## src/rtl/usb_reg_master_pkg.sv

```systemverilog
// usb_reg_master_pkg: FSM state encoding and default bus timing for the USB register master.
package usb_reg_master_pkg;
  typedef enum logic [2:0] {
    S_IDLE, S_ALE, S_LOAD, S_SETUP, S_STROBE, S_HOLD, S_DONE
  } state_t;
  localparam int DEF_BYTECNT_SIZE  = 7;
  localparam int DEF_SETUP_CYCLES  = 1;
  localparam int DEF_STROBE_CYCLES = 2;
  localparam int DEF_HOLD_CYCLES   = 1;
  localparam int DEF_TIMEOUT       = 255;
  localparam int TIMER_W           = 16;
endpackage

```

## src/rtl/usb_strobe_timer.sv

```systemverilog
// usb_strobe_timer: loadable down-counter; tc is high while the count sits at zero.
module usb_strobe_timer #(
  parameter int W = 16
) (
  input  logic         clk,
  input  logic         reset_n,
  input  logic         load,
  input  logic [W-1:0] value,
  output logic         tc
);
  logic [W-1:0] cnt;
  always_ff @(posedge clk or negedge reset_n)
    if (!reset_n) cnt <= '0;
    else if (load) cnt <= value;
    else if (cnt != '0) cnt <= cnt - W'(1);
  assign tc = (cnt == '0);
endmodule

```

## src/rtl/usb_reg_master.sv

```systemverilog
// usb_reg_master: burst register master driving an ALE-multiplexed 8-bit USB FIFO-chip bus.
// Optional write-data stall abort: define USB_REG_MASTER_TIMEOUT_EN.
module usb_reg_master
  import usb_reg_master_pkg::*;
#(
  parameter int pBYTECNT_SIZE  = DEF_BYTECNT_SIZE,
  parameter int pSETUP_CYCLES  = DEF_SETUP_CYCLES,
  parameter int pSTROBE_CYCLES = DEF_STROBE_CYCLES,
  parameter int pHOLD_CYCLES   = DEF_HOLD_CYCLES,
  parameter int pTIMEOUT       = DEF_TIMEOUT
) (
  input  logic                     clk_usb,
  input  logic                     reset_n,
  input  logic                     cmd_valid,
  output logic                     cmd_ready,
  input  logic                     cmd_write,
  input  logic [7:0]               cmd_addr,
  input  logic [pBYTECNT_SIZE-1:0] cmd_len,
  input  logic [7:0]               wr_data,
  input  logic                     wr_valid,
  output logic                     wr_ready,
  output logic [7:0]               rd_data,
  output logic                     rd_valid,
  output logic                     done,
  output logic                     err,
  output logic                     busy,
  output logic [7:0]               USB_Addr,
  output logic [7:0]               USB_Data_o,
  output logic                     USB_Data_oe,
  input  logic [7:0]               USB_Data_i,
  output logic                     USB_ALEn,
  output logic                     USB_CEn,
  output logic                     USB_WRn,
  output logic                     USB_RDn
);
  state_t state, next;
  logic write;
  logic [pBYTECNT_SIZE-1:0] cnt;
  logic [7:0] data;
  logic tc, load, timeout, last_strobe;
  logic [TIMER_W-1:0] tval;

`ifdef USB_REG_MASTER_TIMEOUT_EN
  assign timeout = tc;
`else
  assign timeout = 1'b0;
`endif

  always_ff @(posedge clk_usb or negedge reset_n)
    if (!reset_n) state <= S_IDLE;
    else state <= next;

  always_comb begin
    next = state;
    case (state)
      S_IDLE:   next = !cmd_valid ? S_IDLE : (cmd_len == '0) ? S_DONE : S_ALE;
      S_ALE:    next = write ? S_LOAD : S_SETUP;
      S_LOAD:   next = wr_valid ? S_SETUP : timeout ? S_DONE : S_LOAD;
      S_SETUP:  next = tc ? S_STROBE : S_SETUP;
      S_STROBE: next = tc ? S_HOLD : S_STROBE;
      S_HOLD:   next = !tc ? S_HOLD : (cnt > pBYTECNT_SIZE'(1)) ? (write ? S_LOAD : S_SETUP) : S_DONE;
      default:  next = S_IDLE;
    endcase
  end

  // The timer reloads on every state change with the duration of the state being entered.
  assign load = (next != state);
  assign tval = (next == S_LOAD)   ? TIMER_W'(pTIMEOUT - 1) :
                (next == S_SETUP)  ? TIMER_W'(pSETUP_CYCLES - 1) :
                (next == S_STROBE) ? TIMER_W'(pSTROBE_CYCLES - 1) :
                                     TIMER_W'(pHOLD_CYCLES - 1);

  usb_strobe_timer #(.W(TIMER_W)) u_timer (
    .clk(clk_usb), .reset_n(reset_n), .load(load), .value(tval), .tc(tc)
  );

  assign last_strobe = (state == S_STROBE) && tc;

  always_ff @(posedge clk_usb or negedge reset_n)
    if (!reset_n) begin
      USB_Addr <= '0;
      write    <= 1'b0;
      cnt      <= '0;
      data     <= '0;
      rd_data  <= '0;
      rd_valid <= 1'b0;
    end else begin
      if (cmd_valid && cmd_ready) begin
        USB_Addr <= cmd_addr;
        write    <= cmd_write;
        cnt      <= cmd_len;
      end
      if (state == S_LOAD && wr_valid) data <= wr_data;
      if (state == S_HOLD && tc && cnt != '0) cnt <= cnt - pBYTECNT_SIZE'(1);
      rd_valid <= last_strobe && !write;
      if (last_strobe && !write) rd_data <= USB_Data_i;
    end

`ifdef USB_REG_MASTER_TIMEOUT_EN
  logic abort;
  always_ff @(posedge clk_usb or negedge reset_n)
    if (!reset_n) abort <= 1'b0;
    else abort <= (state == S_LOAD && !wr_valid && tc) || (abort && state != S_IDLE);
  assign err = (state == S_DONE) && abort;
`else
  assign err = 1'b0;
`endif

  assign cmd_ready   = reset_n && (state == S_IDLE);
  assign busy        = (state != S_IDLE);
  assign done        = (state == S_DONE);
  assign wr_ready    = (state == S_LOAD);
  assign USB_ALEn    = (state != S_ALE);
  assign USB_CEn     = !(state inside {S_LOAD, S_SETUP, S_STROBE, S_HOLD});
  assign USB_WRn     = !(state == S_STROBE && write);
  assign USB_RDn     = !(state == S_STROBE && !write);
  assign USB_Data_oe = write && (state inside {S_SETUP, S_STROBE, S_HOLD});
  assign USB_Data_o  = data;
endmodule

```

## config.mk

```make
export PLATFORM = sky130hd
export DESIGN_NAME = usb_reg_master
export DESIGN_NICKNAME = d
export VERILOG_FILES = /design/src/rtl/usb_reg_master_pkg.sv /design/src/rtl/usb_strobe_timer.sv /design/src/rtl/usb_reg_master.sv
export SDC_FILE = /design/constraint.sdc
export NUM_CORES = 1
export LEC_CHECK = 0
export BUFFER_PORTS_ARGS = -buffer_cell sky130_fd_sc_hd__buf_2
export CORE_MARGIN = 2
export CORE_UTILIZATION = 45
export DETAILED_ROUTE_END_ITERATION = 10
export PLACE_DENSITY_LB_ADDON = 0.3
export SLEW_MARGIN = 10
export SYNTH_ARGS = -nofsm -noshare
export SYNTH_HDL_FRONTEND = slang
export SYNTH_HIERARCHICAL = 1
export SYNTH_SLANG_ARGS = --single-unit
```

## constraint.sdc

```tcl
create_clock -name clk_usb -period 5.4 [get_ports clk_usb]
set_clock_uncertainty 0.1 [all_clocks]
set_input_delay 0.27 -clock clk_usb [delete_from_list [all_inputs] [get_ports clk_usb]]
set_output_delay 0.27 -clock clk_usb [all_outputs]
set_load 0.01 [all_outputs]
```

## Word level (Yosys, flattened, before mapping)

Cells that the tools add are included.

| storage, ports and cells | value |
|---|---|
| output and inout bits | 35 |
| register bits | 52 |

| cells by class | value |
|---|---|
| $lt $le $gt $ge | 1 |
| reduce and logical (&&, ||, !) cells | 24 |
| $add $sub $neg | 2 |
| equal/unequal tests | 11 |
| multiplexer cells | 16 |

Operators with widths:

| cell | count |
|---|---|
| $mux W16 | 2 |
| $pmux W3 S6 | 1 |
| $logic_not A16 Y1 | 1 |
| $reduce_bool A16 Y1 | 1 |
| $sub A16 B1 Y16 const B | 1 |
| $mux W3 | 5 |
| $mux W7 | 2 |
| $eq A3 B2 Y1 const B | 4 |
| $eq A3 B3 Y1 const B | 4 |
| $logic_and A1 B1 Y1 | 10 |
| $mux W8 | 1 |
| $gt A7 B1 Y1 const B | 1 |
| $logic_not A7 Y1 | 1 |
| $reduce_bool A7 Y1 | 1 |
| $sub A7 B1 Y7 const B | 1 |
| $reduce_bool A3 Y1 | 2 |
| $mux W1 | 5 |
| $logic_not A1 Y1 | 4 |
| $reduce_bool A2 Y1 | 2 |
| $reduce_bool A4 Y1 | 1 |
| $eq A3 B1 Y1 const B | 1 |
| $logic_not A3 Y1 | 1 |
| $ne A3 B1 Y1 const B | 1 |
| $ne A3 B3 Y1 | 1 |

## Depth between registers and ports, before layout

| logic depth | value |
|---|---|
| depth in word-level cells | 9 |
| depth in mapped cells | 14 |
| mapped depth without buffers | 11 |

## Hierarchy

The synthesis kept the hierarchy.

By module, submodules not included:

| module | times used | area each (sq um) | cells each | sequential area each (sq um) |
|---|---|---|---|---|
| usb_reg_master | 1 | 1901.8 | 190 | 900.9 |
| usb_strobe_timer | 1 | 1006.0 | 104 | 400.4 |

## Least setup slack after synthesis

OpenSTA, ideal clock, no wires.

| path | value |
|---|---|
| path type | register -> register |
| start | register u_timer.cnt[0] |
| end | register u_timer.cnt[7] |
| setup time | 0.065 ns |
| required time | 5.235 ns |
| path buffers | 1 |
| arrival time | 2.806 ns |
| slack | 2.428 ns |
| cell stages (with the launch flop) | 13 |
| path through | dfrtp_1 -> inv_1 -> ha_1 -> nor3b_4 -> nand3_2 -> nor2_1 -> clkbuf_8 -> nand2_1 -> o2bb2ai_1 -> a211oi_1 -> nor4bb_1 -> nand2b_1 -> o211a_1 |

| between the ends | value |
|---|---|
| cells in the longest elaborated chain, start to end | 6 |

RTL lines:

| element | RTL line | source |
|---|---|---|
| start, declared | usb_strobe_timer.sv:11 | `logic [W-1:0] cnt;` |
| start signal, assigned | usb_strobe_timer.sv:14 | `else if (load) cnt <= value;` |
| start signal, assigned | usb_strobe_timer.sv:15 | `else if (cnt != '0) cnt <= cnt - W'(1);` |
| $logic_not A16 Y1 (*) | usb_strobe_timer.sv:16 | `assign tc = (cnt == '0);` |
| net tc | usb_reg_master.sv:40 | `logic tc, load, timeout, last_strobe;` |
| $mux W3, or another cell as far along | usb_reg_master.sv:61 | `S_HOLD: next = !tc ? S_HOLD : (cnt > pBYTECNT_SIZE'(1)) ? (write ? S_LOAD : S_SETUP) : S_DONE;` |
| $pmux W3 S6 (*) | usb_reg_master.sv:55 | `case (state)` |
| $eq A3 B2 Y1 | usb_reg_master.sv:68 | `assign tval = (next == S_LOAD) ? TIMER_W'(pTIMEOUT - 1) :` |
| $mux W8 | usb_reg_master.sv:68 |  |
| $mux W16 | usb_strobe_timer.sv:14 |  |

Mark *: on every way through the listed nets, which the timed path passes. The rest lies on a longest branch. The select of a mux whose other input is x is not followed.
A chain may end at the register's enable or synchronous reset.

## Worst setup path in the final report

| path | value |
|---|---|
| start | register u_timer.cnt[0] |
| end | register u_timer.cnt[5] |

Same word-level chain as after synthesis.

==> impl_metrics.tcl <==
set metrics [dict create \
    fin_crit_sh_pct 74.10 \
    slew_headroom_pct 26.86 \
    utilization_pct 54.66 \
    drc 0 \
    grt_pass1_vias 2249 \
    ys_top_cells_by_area "dfrtp_1, mux2_2, nand2_1" \
    synth_edf_count 0 \
    finalSetupViolCount 0 \
    period_needed_ns 4.001 \
    whs_endpoint "write$_DFFE_PN0P_" \
    numCtsBuffers 5 \
    track_usage_pct 18.56 \
    fmax_mhz 249.9 \
    hold_ws_ns 0.03990 \
    cts_buffer_depth 2 \
    vias_per_cell 5.478 \
    dieArea_um2 7121 \
    clock_sinks 52 \
    ir_worst_vdd_v 0.0002968 \
    cts_setup_buffers 0 \
    path_cells "inv_1 > ha_1 > nor3b_4 > nand3_2 > nor2_1 > nand2_1 > o2bb2ai_1 > a211oi_1 > nor4bb_1 > nand2b_1 > o211a_1" \
    path_clk_slew_ns 0.10 \
    r2r-end "u_timer/cnt[5]$_DFFE_PN0P_" \
    hold_viol 0 \
    setup_tns_ns 0 \
    routed_wl_um 6573 \
    diodes 0 \
    critical_path_required_ns 5.56 \
    worstHoldStart "cmd_write" \
    first_pass_iters 5 \
    clock_latency_ns 0.31 \
    pin_count 71 \
    slew_violations 0 \
    grt_max_degree 56 \
    cts-root-buf "clkbuf_8" \
    floorplan.core_area_um2 6314 \
    syn_inst 294 \
    wl_per_cell_um 14.74 \
    synthFlopType "dfrtp_1" \
    async_flop_share_pct 100.0 \
    gp_congestion 0.8883 \
    cp_max_fo 9 \
    num_rows 29 \
    io_buffers 69 \
    crit_path_end_kind "register" \
    die_y_um 84.39 \
    p_leak_nw 1.597 \
    cp_num_buf_inv 1 \
    crit_path_max_incr_delay_ns 0.98 \
    antenna_found_initial 0 \
    power.density_nw_per_um2 504.1 \
    synth_cell_types 55 \
    yosysTopAreaCellShare_pct 44.75 \
    dp_hpwl_um 4679 \
    cts_max_level 2 \
    fp.dieW_um 84.39 \
    drt_iter0_drc 198 \
    vias 2443 \
    cp_top_family "simple AND/OR/NAND/NOR gates" \
    critPathKind "register to register" \
    rsz0062_at_grt "no" \
    yosysMostFrequentCell "dfrtp_1" \
    nets 409 \
    drive_gt1_share_pct 29.00 \
    synthToLayoutAreaGrowth_pct 18.67 \
    arrival_ns 4.16 \
    whs_path_depth 3 \
    critPathSlowestCell "nor4bb_1" \
    reg2reg_depth 11 \
    ant_nets 0 \
    cap_violations 0 \
    grt_pass1_wl_um 10760 \
    grt_overflow 0 \
    r2r-start "u_timer/cnt[0]$_DFFE_PN0P_" \
    syn_avg_cell_area_um2 9.890 \
    yosysTopAreaCell "dfrtp_1" \
    ys_seq_elements 52 \
    status "finished, final reports clean" \
    rrSetupSlack_ns 1.40 \
    start_util_pct 46.06 \
    start_kind "register" \
    hold_path.class "input port to register" \
    ys_seq_area_share_pct 44.75 \
    syn-cell-area_um2 2908 \
    tightestPinTransition_ns 1.082 \
    ys_warn_count 6 \
    yosys-top-cells-count "dfrtp_1, nand2_1, mux2_2" \
    cts_tree "built" \
]
==> worst max-delay path by stage <==
stage / start / endpoint / slack (ns) / cells after the start
after floorplan: u_timer/cnt[0]$_DFFE_PN0P_ / u_timer/cnt[7]$_DFFE_PN0P_ / 2.43 / 12
after global placement: u_timer/cnt[0]$_DFFE_PN0P_ / u_timer/cnt[5]$_DFFE_PN0P_ / 1.59 / 11
after detailed placement: u_timer/cnt[0]$_DFFE_PN0P_ / u_timer/cnt[5]$_DFFE_PN0P_ / 1.43 / 11
after CTS: u_timer/cnt[0]$_DFFE_PN0P_ / u_timer/cnt[5]$_DFFE_PN0P_ / 1.40 / 11
after global routing: u_timer/cnt[0]$_DFFE_PN0P_ / u_timer/cnt[5]$_DFFE_PN0P_ / 1.00 / 11
final: u_timer/cnt[0]$_DFFE_PN0P_ / u_timer/cnt[5]$_DFFE_PN0P_ / 1.40 / 11
==> routing by layer <==
| layer | GRT usage [%] | up-vias | wire (um) |
|---|---|---|---|
| li1 | - | 1193 | - |
| met4 | 4.329 | 0 | 68 |
| met2 | 28.43 | 86 | 2966 |
| met1 | 26.68 | 1158 | 3108 |
| met5 | 0 | - | 0 |
| met3 | 4.818 | 6 | 429 |
==> stage by stage <==
| step | setup WS, ns | power, mW | cells | area (um^2) |
|---|---|---|---|---|
| after CTS | 1.402 | 1.742 | 446 | 3438 |
| after floorplan | 2.428 | 1.265 | 302 | 2938 |
| after detailed placement | 1.429 | 1.496 | 437 | 3332 |
| after global placement | 1.593 | 1.474 | 437 | 3332 |
| final | 1.399 | 1.740 | 446 | 3451 |
| after global routing | 1.002 | 1.873 | 446 | 3451 |
==> placed cells by master, fill, tap and decap left out, types with 9 or more instances in the layout <==
master and count:
conb_1 9, inv_1 15, nor3_1 9, dfrtp_1 52, nand2_1 45, nor2_1 12
buf_2 69, mux2_2 16, nand2b_1 12
==> kinds of logic (layout without fill, tap and decap cells) <==
group	after synthesis	count (layout)	share of synthesized area [%]
and+or+nand+nor	131	131	25.52
DFF	52	52	44.75
AOI/OAI and AO/OA	50	50	13.51
buffers and inverters	28	95	4.303
muxes	19	19	7.229
xor gates and xnor gates	8	8	2.410
adders and majority gates	5	5	2.151
other	1	9	0.1290
==> power breakdown <==
| part | switching (mW) | total (mW) | internal [mW] |
|---|---|---|---|
| combinational | 0.396 | 0.764 | 0.368 |
| sequential | 0.185 | 0.737 | 0.552 |
| clock | 0.143 | 0.238 | 0.0954 |
| total | 0.724 | 1.74 | 1.02 |
==> state kept, by name (all words and copies together) (netlist names) <==
name / flops
USB_Addr: 8
USB_Data_o: 8
cnt: 7
rd_data: 8
rd_valid: 1
state: 3
u_timer/cnt: 16
write: 1
==> timing repair <==
action / in CTS / in global routing
resized for setup: 0 / 0
hold buffers: 1 / 0
endpoints found under the setup margin: 0 / 0
endpoints found under the hold margin: 25 / 0
==> final cells by class <==
| type | instances | area, um^2 |
|---|---|---|
| inverters | 15 | 56.30 |
| flip-flops and latches | 52 | 1301 |
| repair buffers | 72 | 370.4 |
| clock buffers | 5 | 68.82 |
| clock inverters | 3 | 27.53 |
| multi-input cells | 222 | 1530 |
| well taps | 77 | 96.34 |
| fillers | 588 | 2863 |
==> worst min-delay path, stage by stage <==
cell and delay, ns:
buf_2 0.07, nand2_1 0.04, nand2_1 0.04
(Power assumes the default switching activity.)
